## config.mk

```make
export PLATFORM = sky130hd
export DESIGN_NAME = multiplier_module
export DESIGN_NICKNAME = d
export VERILOG_FILES = /design/src/rtl/multiplier_module.sv
export SDC_FILE = /design/constraint.sdc
export NUM_CORES = 1
export LEC_CHECK = 0
export ABC_AREA = 1
export BUFFER_PORTS_ARGS = -buffer_cell sky130_fd_sc_hd__clkbuf_2
export CAP_MARGIN = 0
export CORE_UTILIZATION = 57
export CTS_BUF_LIST = sky130_fd_sc_hd__clkbuf_16
export DETAILED_ROUTE_END_ITERATION = 10
export PLACE_DENSITY = 0.83
export SKIP_LAST_GASP = 1
export SLEW_MARGIN = 30
export SYNTH_ARGS = -nofsm -noshare
export SYNTH_HDL_FRONTEND = slang
export SYNTH_SLANG_ARGS = --single-unit
```

## constraint.sdc

```tcl
create_clock -name clk -period 3.7 [get_ports clk]
set_input_delay 0 -clock clk [delete_from_list [all_inputs] [get_ports clk]]
set_output_delay 0 -clock clk [all_outputs]
set_load 0.02 [all_outputs]
```

## src/rtl/multiplier_module.sv

```systemverilog
// Two-stage pipelined unsigned 8x8 multiplier returning the low byte of the product.
// Stage 1 registers truncated partial products; stage 2 reduces them (carry-save tree + ripple add) into zout.
module multiplier_module (
    input  logic       clk,
    input  logic       rst,
    input  logic [7:0] a,
    input  logic [7:0] b,
    output logic [7:0] zout
);

    localparam int DATA_W = 8;

    typedef logic [DATA_W-1:0] byte_t;

    // 3:2 compressor over 8-bit vectors; carries shift left and bit 7's carry falls off (mod 256).
    function automatic logic [2*DATA_W-1:0] csa(input byte_t x, input byte_t y, input byte_t z);
        byte_t s;
        byte_t maj;
        s   = x ^ y ^ z;
        maj = (x & y) | (x & z) | (y & z);
        return {maj[DATA_W-2:0], 1'b0, s};
    endfunction

    function automatic byte_t ripple_add(input byte_t x, input byte_t y);
        byte_t s;
        logic  cy;
        cy = 1'b0;
        for (int i = 0; i < DATA_W; i++) begin
            s[i] = x[i] ^ y[i] ^ cy;
            cy   = (x[i] & y[i]) | (x[i] & cy) | (y[i] & cy);
        end
        return s;
    endfunction

    byte_t pp_d [DATA_W];
    byte_t pp_q [DATA_W];
    byte_t s0, c0, s1, c1, s2, c2, s3, c3, s4, c4, s5, c5;
    byte_t zout_d;
    byte_t zout_q;

    always_comb begin
        for (int i = 0; i < DATA_W; i++) begin
            pp_d[i] = b[i] ? byte_t'(a << i) : '0;
        end
    end

    // ---- stage 1: partial-product registers ----
    always_ff @(posedge clk or negedge rst) begin
        if (!rst) begin
            for (int i = 0; i < DATA_W; i++) begin
                pp_q[i] <= '0;
            end
        end else begin
            for (int i = 0; i < DATA_W; i++) begin
                pp_q[i] <= pp_d[i];
            end
        end
    end

    // Eight rows reduce 8 -> 6 -> 4 -> 3 -> 2 before the final carry-propagate add.
    always_comb begin
        {c0, s0} = csa(pp_q[0], pp_q[1], pp_q[2]);
        {c1, s1} = csa(pp_q[3], pp_q[4], pp_q[5]);
        {c2, s2} = csa(s0, c0, s1);
        {c3, s3} = csa(c1, pp_q[6], pp_q[7]);
        {c4, s4} = csa(s2, c2, s3);
        {c5, s5} = csa(s4, c4, c3);
        zout_d   = ripple_add(s5, c5);
    end

    // ---- stage 2: result register ----
    always_ff @(posedge clk or negedge rst) begin
        if (!rst) begin
            zout_q <= '0;
        end else begin
            zout_q <= zout_d;
        end
    end

    assign zout = zout_q;

endmodule

```

==> flow_metrics.tcl <==
set metrics [dict create \
    status "completed" \
    timing_hold_violations_final 0 \
    rsz0062_at_grt "false" \
    tns_ps 0 \
    vias_per_cell 4.55 \
    pwr-share-clk_pct 32.9 \
    grt_max_degree 45 \
    grt_usage_pct 23.9 \
    core-area_sq_um 3470 \
    cts_tree "built" \
    post-synth-top-count-cell "inv_1" \
    numCtsBuffers 5 \
    synthCells 216 \
    clk_latency_ps 280 \
    path_cells "fa_1 > inv_1 > fa_1 > fa_1 > inv_1 > ha_1 > ha_1 > inv_1 > fa_1 > inv_1 > nand2_1 > nand2_1 > nand2_1 > nand2_2 > inv_1 > nand3_1 > nand2_1" \
    syn_area_sq_um 2130 \
    reg2reg_slack_ps 290 \
    initialDrtViolationCount 73 \
    netSwitchingFraction_pct 29.4 \
    dp.cells 285 \
    worst-path-buf-inv 5 \
    port_buffers 25 \
    layout.nets 303 \
    die_w_um 63.1 \
    htreeDepth 2 \
    chipHeight_um 63.1 \
    ios 26 \
    tightestPinTransition_ps 591 \
    routed_wl_um 3850 \
    ir_worst_vdd_v 0.000333 \
    cp_top_family "adder cells" \
    ys.flop_type "dfrtp_1" \
    syn_area_per_cell_sq_um 9.86 \
    dieArea_sq_um 3980 \
    gr-total-overflow 0 \
    antenna_left 0 \
    drc 0 \
    fin_crit_sh_pct 92.2 \
    switchingPower_mw 0.371 \
    ys_async_sr_fraction_pct 100 \
    holdWs_ps 11.5 \
    path_clk_slew_ps 60 \
    p_seq_share_pct 43.3 \
    std_cell_rows 21 \
    grt_pass1_vias 1522 \
    yosys_register_bits 44 \
    ys_top_cells_by_area "dfrtp_1 (52%), fa_1 (13%), inv_1 (11%)" \
    crit_type "flop to flop" \
    antenna_found_initial 0 \
    synth_warnings 0 \
    grt_pass1_wl_um 6780 \
    setup_viol 0 \
    synth-edff-count 0 \
    slowest_stage "fa_1" \
    fin_cells 307 \
    clockRootBuffer "clkbuf_16" \
    max_cap_violations 0 \
    critPathRequiredTime_ps 3870 \
    cts_sinks 44 \
    clock_skew_ps 3.48 \
    cpMostUsedCell "inv_1" \
    crit_path_end_kind "flop" \
    worstPathArrival_ps 3580 \
    yosysSeqAreaShare_pct 51.7 \
    period_minus_slack_ps 3410 \
    dp_hpwl_um 2590 \
    synth_common_cells "inv_1 (65), nand2_1 (57), dfrtp_1 (44), fa_1 (14), ha_1 (10)" \
    antenna_cells 0 \
    cts_max_path_buffers 2 \
    max_slew_margin_pct 60.6 \
    first_pass_iters 4 \
    synth.largest_area_cell "dfrtp_1" \
    slew_viol_final 0 \
    syn_nets 258 \
    syn2layout_area_growth_pct 21.9 \
    synth_top_area_share_pct 51.7 \
    p_leak_nw 1.62 \
    vias 1397 \
    start_kind "flop" \
    crit_fanout 2 \
    fmax_mhz 293 \
    crit_path_max_incr_delay_ps 530 \
    gp_congestion 0.759 \
    powerDensity_nw_per_um2 487 \
    initial_utilization_pct 61.4 \
    routedWlPerCell_um 12.5 \
    p_comb_share_pct 23.8 \
    yosys.cell_types.count 14 \
    finalPower_mw 1.26 \
    cell_internal_pwr_mw 0.892 \
    layout-drive-gt1-share_pct 16.9 \
    worstHoldPathType "input pin to flop" \
]
stage by stage:
step | instance area, sq um | worst slack, ps | utilization (%)
after floorplan | 2130 | 436 | -
after global placement | 2300 | 395 | 66.5
after detailed placement | 2310 | 281 | 66.5
after CTS | 2590 | 264 | 74.8
after global routing | 2590 | 41.2 | 74.8
final | 2590 | 289 | 74.8
state kept, by name (all words and copies together) (netlist names):
register	flops
zout	8
pp_q	36
kinds of logic (layout without fill, tap and decap cells):
| logic type | count (synthesis) | in the layout | share of synthesized area, % |
|---|---|---|---|
| and+or+nand+nor | 74 | 74 | 15.0 |
| buffers and inverters | 69 | 114 | 12.2 |
| DFF | 44 | 44 | 51.7 |
| adders and majority gates | 24 | 24 | 19.0 |
| xor gates and xnor gates | 5 | 5 | 2.06 |
what timing repair did:
item	in CTS	in global routing
buffers inserted	0	0
hold endpoints to repair	70	0
hold buffers	15	0
resized for setup	0	0
power by group through the flow:
| stage | Clock [mW] | Sequential [mW] | Combinational (mW) |
|---|---|---|---|
| after CTS | 0.422 | 0.547 | 0.305 |
| after global placement | 0 | 0.554 | 0.277 |
| after floorplan | 0 | 0.591 | 0.162 |
| final | 0.416 | 0.547 | 0.301 |
| after global routing | 0.442 | 0.551 | 0.349 |
| after detailed placement | 0 | 0.556 | 0.289 |
worst paths after layout:
check | cells past startpoint | start | to
worst min register to register | 0 | pp_q[56]$_DFF_PN0_ | zout[0]$_DFF_PN0_
worst max-delay path | 17 | pp_q[21]$_DFF_PN0_ | zout[7]$_DFF_PN0_
worst min-delay path | 3 | a[1] | pp_q[43]$_DFF_PN0_
worst max register to register | 17 | pp_q[21]$_DFF_PN0_ | zout[7]$_DFF_PN0_
max in group asynchronous | 2 | rst | pp_q[7]$_DFF_PN0_
min in group asynchronous | 2 | rst | zout[6]$_DFF_PN0_
area by class of cell:
class                           instances  area [sq um]
Sequential cell                        44          1100
Multi-Input combinational cell        103           769
Tap cell                               46          57.6
Timing Repair Buffer                   40           278
Clock buffer                            5           125
Clock inverter                          2          12.5
Fill cell                             241           873
Inverter                               67           251
cell usage in the layout, fill, tap and decap left out, drive strengths merged:
cell type / Yosys / routed
clkbuf: 2 / 30
clkinv: 0 / 1
clkinvlp: 0 / 1
dfrtp: 44 / 44
dlygate4sd3: 0 / 15
fa: 14 / 14
ha: 10 / 10
inv: 67 / 67
nand2: 64 / 64
nand3: 5 / 5
nand3b: 1 / 1
nor2: 4 / 4
xnor2: 2 / 2
xor2: 3 / 3
worst reg2reg max path, stage by stage, from the launching register on:
cell and delay (ps):
dfrtp_1 390, fa_1 530, inv_1 60, fa_1 500
fa_1 490, inv_1 40, ha_1 270, ha_1 140
inv_1 50, fa_1 370, inv_1 60, nand2_1 60
nand2_1 60, nand2_1 50, nand2_2 70, inv_1 40
nand3_1 60, nand2_1 50
metal layers:
| metal | wire length, um | up-vias | GRT usage (%) |
|---|---|---|---|
| met3 | 151 | 10 | 6.70 |
| met4 | 93 | 0 | 9.88 |
| met2 | 1950 | 31 | 40.1 |
| li1 | - | 686 | - |
| met5 | 0 | - | 0 |
| met1 | 1650 | 670 | 28.9 |
No activity file was read; power rests on OpenSTA's default activity.
